**src/rtl/branch_trace_buffer.sv**
```systemverilog
`default_nettype none
// branch_trace_buffer: timestamps resolved-branch events into a show-ahead FIFO
// drained over valid/ready, with drop accounting and freeze/clear. Rev 1.0
module branch_trace_buffer #(
  parameter int DEPTH  = 16,
  parameter int ADDR_W = 4,
  parameter int TS_W   = 16
) (
  input  logic              clk,
  input  logic              reset,
  input  logic              branch_event_valid,
  input  logic [31:0]       branch_event_pc,
  input  logic              branch_event_taken,
  input  logic              slot_event_is_nop,
  input  logic              slot_event_is_auto,
  input  logic              freeze,
  input  logic              clear,
  output logic              trace_valid,
  input  logic              trace_ready,
  output logic [31:0]       trace_pc,
  output logic              trace_taken,
  output logic              trace_slot_nop,
  output logic              trace_slot_auto,
  output logic [TS_W-1:0]   trace_cycle,
  output logic [ADDR_W:0]   fill_level,
  output logic [15:0]       drop_count,
  output logic              overflow
);

  localparam int              ENTRY_W    = 32 + 3 + TS_W;
  localparam logic [ADDR_W:0] FULL_LEVEL = (ADDR_W+1)'(DEPTH);

  logic [ENTRY_W-1:0] mem [DEPTH];
  logic [ADDR_W-1:0]  wr_ptr;
  logic [ADDR_W-1:0]  rd_ptr;
  logic [ADDR_W:0]    count;
  logic [TS_W-1:0]    ts;
  logic [15:0]        drops;
  logic               ovf;

  logic capture;
  logic full;
  logic push;
  logic pop;
  logic drop;

  // clear outranks every other action, so it gates capture and pop alike
  assign capture = branch_event_valid && !freeze && !clear;
  assign full    = (count == FULL_LEVEL);
  assign pop     = (count != '0) && trace_ready && !clear;
  assign push    = capture && (!full || pop);
  assign drop    = capture && full && !pop;

  always_ff @(posedge clk) begin
    if (reset) ts <= '0;
    else       ts <= ts + TS_W'(1);
  end

  always_ff @(posedge clk) begin
    if (push)
      mem[wr_ptr] <= {branch_event_pc, branch_event_taken,
                      slot_event_is_nop, slot_event_is_auto, ts};
  end

  always_ff @(posedge clk) begin
    if (reset || clear) begin
      wr_ptr <= '0;
      rd_ptr <= '0;
      count  <= '0;
      drops  <= '0;
      ovf    <= 1'b0;
    end else begin
      if (push) wr_ptr <= wr_ptr + ADDR_W'(1);
      if (pop)  rd_ptr <= rd_ptr + ADDR_W'(1);
      case ({push, pop})
        2'b10:   count <= count + (ADDR_W+1)'(1);
        2'b01:   count <= count - (ADDR_W+1)'(1);
        default: count <= count;
      endcase
      if (drop) begin
        ovf <= 1'b1;
        if (drops != 16'hFFFF) drops <= drops + 16'd1;
      end
    end
  end

  assign trace_valid = (count != '0);
  assign {trace_pc, trace_taken, trace_slot_nop, trace_slot_auto, trace_cycle} = mem[rd_ptr];
  assign fill_level  = count;
  assign drop_count  = drops;
  assign overflow    = ovf;

endmodule
`default_nettype wire

```
**config.mk**
```make
export PLATFORM = sky130hd
export DESIGN_NAME = branch_trace_buffer
export DESIGN_NICKNAME = d
export VERILOG_FILES = /design/src/rtl/branch_trace_buffer.sv
export SDC_FILE = /design/constraint.sdc
export NUM_CORES = 1
export LEC_CHECK = 0
export ABC_AREA = 1
export BUFFER_PORTS_ARGS = -buffer_cell sky130_fd_sc_hd__buf_2
export CORE_UTILIZATION = 55
export CTS_BUF_LIST = sky130_fd_sc_hd__clkbuf_8
export DETAILED_ROUTE_END_ITERATION = 7
export GPL_TIMING_DRIVEN = 0
export PLACE_DENSITY_LB_ADDON = 0.05
export SETUP_SLACK_MARGIN = 0.1
export SLEW_MARGIN = 25
export SYNTH_ARGS = -nofsm -noshare
export SYNTH_HDL_FRONTEND = slang
export SYNTH_SLANG_ARGS = --single-unit
```
**constraint.sdc**
```tcl
create_clock -name clk -period 4 [get_ports clk]
set_input_delay 0.4 -clock clk [delete_from_list [all_inputs] [get_ports clk]]
set_output_delay 0.4 -clock clk [all_outputs]
set_load 0.02 [all_outputs]
```
Yosys cells after proc, flatten, opt, wreduce, memory -nomap -nowiden
Memories as Yosys holds them, arrays and structs flattened. A register that Yosys moved wholly into a read port is not among the register bits.
Cells that the tools add are included.

storage, ports and cells
  word-level logic and storage cells = 38
  memory bits (writable) = 816
  bits of input ports = 41
  register bits after elaboration = 46
  memories = 1
  output and inout bits = 74

memory list
  memory  words  width  read ports  clocked after Yosys merged registers in  write ports  line  source
  mem     16     51     1           1                                        1            33    logic [ENTRY_W-1:0] mem [DEPTH];

cells by class
  reductions and logical operators = 16
  muxes and demuxes = 5
  eq/ne operators = 4
  add/sub/neg operators = 6

operator list
  kind                                                                 number
  16-bit by 1-bit adder with 16-bit output (second input constant)     2
  16-bit != test (second input constant)                               1
  5-bit one-hot mux with 2 select lines                                1
  4-bit by 1-bit adder with 4-bit output (second input constant)       2
  4-bit two-way mux                                                    2
  1-bit logical AND                                                    7
  5-bit by 1-bit adder with 5-bit output (second input constant)       1
  5-bit == test (second input constant)                                1
  5-bit nonzero test                                                   1
  5-bit by 1-bit subtractor with 5-bit output (second input constant)  1
  1-bit logical NOT                                                    4
  2-bit by 1-bit == test with 1-bit output (second input constant)     1
  2-bit == test (second input constant)                                1
  1-bit logical OR                                                     2
  1-bit two-way mux                                                    2
  2-bit AND reduction                                                  1
  2-bit nonzero test                                                   1

Longest topological paths before layout
  word-level depth = 7
  depth in mapped cells = 15
  mapped depth without buffers = 15

Worst setup path before layout
OpenSTA, ideal clock, no wires.

  path type = reg2reg
  start = reg count[0], in the netlist fill_level[0]
  end = mem mem[11][0] (netlist bit), enable pin
  library setup time = 460 ps
  slack = 142 ps
  clock period less this slack = 3858 ps
  data arrival time = 3398 ps
  cell stages (with the launch flop) = 9
  buffers on the path = 0
  required time = 3540 ps
  path through = dfxtp_1 -> nor2_2 -> nand3_2 -> nand2_4 -> nand2_2 -> nand2_4 -> nor2_1 -> nand2_1 -> nor2_1

on the way
  longest elaborated chain between the ends = 7
  elaborated cells between the ends (all ways) = 9
  those cells by class = eq/ne: 1; mux: 2; reduce/logical: 6

RTL lines
  what                                     line  source
  start, declared                          36    logic [ADDR_W:0] count;
  start signal, assigned                   76    2'b10: count <= count + (ADDR_W+1)'(1);
  start signal, assigned                   77    2'b01: count <= count - (ADDR_W+1)'(1);
  start signal, assigned                   78    default: count <= count;
  5-bit nonzero test                       n/a
  via trace_valid                          18    output logic trace_valid,
  1-bit logical AND (2 in a row)           50    assign pop = (count != '0) && trace_ready && !clear;
  1-bit logical OR                         51    assign push = capture && (!full || pop);
  1-bit logical AND                        51
  1-bit two-way mux                        60    if (push)
  1-bit two-way mux (implied by the code)  61    mem[wr_ptr] <= {branch_event_pc, branch_event_taken,
  end, declared                            33

The timed path passes the listed nets, and every way through them passes these cells.

==> metrics list <==
- Post-synthesis cell type with the largest combined area: sky130_fd_sc_hd__edfxtp_1
- Most common cell after layout, fill and taps aside: sky130_fd_sc_hd__edfxtp_1
- On the worst path, the slowest cell contributes a delay of roughly 590 ps.
- In this run the static leakage power is ~14 nW.
* Number of fill cells in the layout: about 4,700
- The number of antenna violations at the first check in global routing came to 1.
- Buffers on Ports: between 100 and 150
- After layout, the worst path uses between 90% and 100% of the clock period.
* Sinks on Clock Net: 866
- For this run, design rule violations remaining after detail routing come to 0.
- CTS placed an instance of sky130_fd_sc_hd__clkbuf_8 at the clock tree root.
* Worst path arrival time: 3410 ps
* Floorplan row count: 92
* Yosys warnings: 0
* Clock network latency to the later pin of the worst-skew pair: approximately 810 ps
* Total Die Area: approximately 65,000 um2
- The critical path contains buffers and inverters numbering 5 combined.
- Clock skew on the completed layout was measured at roughly 38 ps.
- For this run, asynchronously set or reset flops after synthesis account for 0%.
- By area the synthesized netlist is led by sky130_fd_sc_hd__edfxtp_1 (70%), sky130_fd_sc_hd__mux2i_1 (5.8%), sky130_fd_sc_hd__o211ai_1 (4.4%), sky130_fd_sc_hd__o21ai_0 (3.9%), sky130_fd_sc_hd__a21oi_1 (3.3%).
* Crit-path cells: buf_2 > inv_1 > buf_2 > clkbuf_1 > o211ai_1 > nand3_1 > nand2_1 > buf_2
- Across every metal layer, demand over resource in global routing totals 32.0%.
- H-tree depth: 4
- Transition at the pin with the smallest max-transition slack: approximately 1100 ps
* Met2 WL post-DR: between 40 and 50 mm
* Most frequent cells in the layout: sky130_fd_sc_hd__edfxtp_1 (816), sky130_fd_sc_hd__inv_1 (310), sky130_fd_sc_hd__o21ai_0 (270), sky130_fd_sc_hd__a21oi_1 (233), sky130_fd_sc_hd__o211ai_1 (205)
- Peak supply drop: roughly 0.00033 V
* Category of cells accounting for the largest share of critical-path delay: buffers and inverters
- Across the run, the number of max-cap violations was 0.
- DR WL/cell: 26.7 um
* Initial drt markers: approximately 2,500
- Dividing total power by cell area gives a power density of between 400 and 500 nW/um2.
* Kind of critical path: register to output pin
- Amount of wire on met3 after detailed routing: 8.88 mm
- Once the floorplan was initialized, standard cells occupied between 50% and 60% of the core.
* CTS tree: yes
* Dominant synthesized flop cell: sky130_fd_sc_hd__edfxtp_1
* Core area: about 63,000 um2
- Setup repair after global routing left no endpoint under its margin.
- CP Launch Type: register
- Critical path peak fanout: 10
- For the finished layout, the period the worst path requires is 3810 ps.
- The number of nets handed over by synthesis was approximately 2,600.
- Placed instance count: 3,511
- Fraction of layout cells with a size suffix above 1: 15.6%
- The synthesized design contains 816 enable-type register cells.
* Total count of max-transition violations in the final report: 0
- Among all stages on the critical path, the largest delay is contributed by sky130_fd_sc_hd__clkbuf_1.
- Final Hold Fails: 0
* Die width: between 200 and 300 um
- Peak clock frequency supported by timing: 0.263 GHz
* DPL Wire Length: about 66 mm
* First-pass GRT wire length: 145 mm
- The net count of the finished layout is 2,895.
* Avg Cell Area, Syn: around 14 um2
* Gr ovfl total: 0
- Final non-filler cell total: about 3,800
* Total routed wirelength: a little over 100 mm
- Remaining max-slew budget at the tightest pin: between 20% and 30%
- In this run the remaining antenna-violating nets after routing total 0.
- The detailed router used layers up to and including met4.
* Sequential share of the synthesized area: about 73%
- After detailed routing, the number of vias per cell comes to approximately 6.0.
* Worst Hold Class: input port to register
* DIE HEIGHT: ~250 um
* Number of buffers between clock root and the deepest sink: 3
- The tightest hold path in the finished design has a slack of a little over 80 ps.
* Share of the synthesized area in the top cell type: a little over two thirds
* Layout overhead on the synthesized area: 17.0%
- Cell Area, Synth: 35,000 um2
* Buffer count from post-CTS setup fixing: 0
- In the final routing, the length of wire on met1 measures between 40 and 50 mm.
* Most repeated library cell on the critical path: sky130_fd_sc_hd__buf_2
- Top-level I/O count: around 120
- Pin count of the biggest net entering global routing: 22
* Routed via count: between 20,000 and 25,000
- Post-Synthesis Cells: between 2,000 and 3,000
- Clock tree synthesis inserted a total of 142 buffers.
- Sequential standard cell area: approximately 26,000 um2
- The run finished with clean final reports.
- The congestion estimate from routability-driven global placement came to ~0.83.
* Data required time at the worst endpoint: 3600 ps
- In this run, distinct cell masters in the synthesized netlist total between 40 and 50.
- Clock-pin slew was measured on the worst setup and hold paths at ~70 ps.
- Before antenna repair, the detailed router went through 5 iterations.
* CP Capture Type: output pin
- In the final layout, the multi-input gates occupy between 7000 and 8000 um2.
- Endpoints failing setup: 0
* Via count of the first global-routing pass: ~22,000
- Synth Register Bits: just under 900
## worst min-delay path, stage by stage
cell	delay [ps]
sky130_fd_sc_hd__buf_2	100
sky130_fd_sc_hd__inv_1	50
sky130_fd_sc_hd__nor2_2	60
sky130_fd_sc_hd__nand2_4	110
sky130_fd_sc_hd__a21oi_1	90
## through the flow
| step | cell area (um2) | setup WS [ps] | total power, mW | setup TNS (ps) | utilization (%) |
|---|---|---|---|---|---|
| 2_1_floorplan | 35000 | 142 | 10.4 | 0 | - |
| 3_3_place_gp | 36600 | -3160 | 10.6 | -2336690 | 58.1 |
| 3_5_place_dp | 37900 | 765 | 10.6 | 0 | 60.3 |
| 4_1_cts | 40900 | 136 | 17.7 | 0 | 65.0 |
| 5_1_grt | 40900 | 102 | 18.1 | 0 | 65.0 |
| 6_report | 40900 | 194 | 17.6 | 0 | 65.0 |
## cell type report
type / instances / share of cell area (%)
Antenna cell: 1 / 0.00611
Buffer: 148 / 1.98
Clock buffer: 154 / 5.18
Inverter: 269 / 2.47
Tap cell: 846 / 2.59
Clock inverter: 105 / 1.18
Sequential cell: 866 / 62.3
Multi-Input combinational cell: 1220 / 19.0
Timing Repair Buffer: 198 / 5.26
## what timing repair did
action | CTS | global route
hold endpoints to repair | 552 | 0
resized for setup | 4 | 6
endpoints found under the setup margin | 29 | 10
hold buffers | 37 | 0
pin swaps | 0 | 0
## synth_stat cells (2+ instances only)
cell,instances
sky130_fd_sc_hd__buf_2,33
sky130_fd_sc_hd__nor2_1,56
sky130_fd_sc_hd__nand2_2,5
sky130_fd_sc_hd__nand3_2,4
sky130_fd_sc_hd__nand3_1,64
sky130_fd_sc_hd__inv_1,261
sky130_fd_sc_hd__o21ai_1,9
sky130_fd_sc_hd__buf_1,14
sky130_fd_sc_hd__o21ai_0,270
sky130_fd_sc_hd__buf_4,10
sky130_fd_sc_hd__ha_1,9
sky130_fd_sc_hd__xor2_1,3
sky130_fd_sc_hd__nor3b_1,2
sky130_fd_sc_hd__inv_2,6
sky130_fd_sc_hd__mux2i_1,204
sky130_fd_sc_hd__nand2_1,110
sky130_fd_sc_hd__edfxtp_1,816
sky130_fd_sc_hd__o21a_1,5
sky130_fd_sc_hd__buf_6,21
sky130_fd_sc_hd__nand2_4,2
sky130_fd_sc_hd__nor3_1,9
sky130_fd_sc_hd__nand4_1,11
sky130_fd_sc_hd__o211ai_1,205
sky130_fd_sc_hd__clkbuf_1,71
sky130_fd_sc_hd__nor2_2,5
sky130_fd_sc_hd__a31oi_1,2
sky130_fd_sc_hd__a21oi_1,233
sky130_fd_sc_hd__nand4_4,2
sky130_fd_sc_hd__dfxtp_1,50
## layer usage
metal  vias to the layer above  GRT usage [%]
met1                     11300           44.3
li1                      10000              -
met2                      1128           49.3
met5                         -              0
met4                         0           13.4
met3                       202           6.89
## flip-flops by register name, indices dropped and copies added, names as in the netlist, named ones only
| signal | count |
|---|---|
| wr_ptr | 4 |
| mem | 816 |
| drop_count | 16 |
| fill_level | 5 |
| rd_ptr | 4 |
| ts | 16 |
| overflow | 1 |
## logic make-up after synthesis
family,synth area share [%]
muxes,5.84
and+or+nand+nor,3.67
buffers and inverters,5.17
xor gates and xnor gates,0.100
adders and majority gates,0.322
DFF,72.9
AOI/OAI and AO/OA,12.0
## worst paths after layout
| kind | startpoint | end | slack (ps) | cells past startpoint |
|---|---|---|---|---|
| hold / removal | trace_ready | rd_ptr[1] | 80 | 5 |
| setup / recovery | register | trace_pc[3] | 190 | 8 |
| hold reg to reg | overflow | overflow | 460 | 2 |
| setup reg to reg | fill_level[0] | mem[1][33] | 1160 | 11 |
## where the power goes
group | leakage [nW] | switching (mW) | internal (mW)
clock | 1.51 | 3.47 | 3.66
sequential | 7.74 | 0.0214 | 9.90
combinational | 4.71 | 0.367 | 0.166
total | 14.0 | 3.86 | 13.7
(Power assumes the default switching activity.)
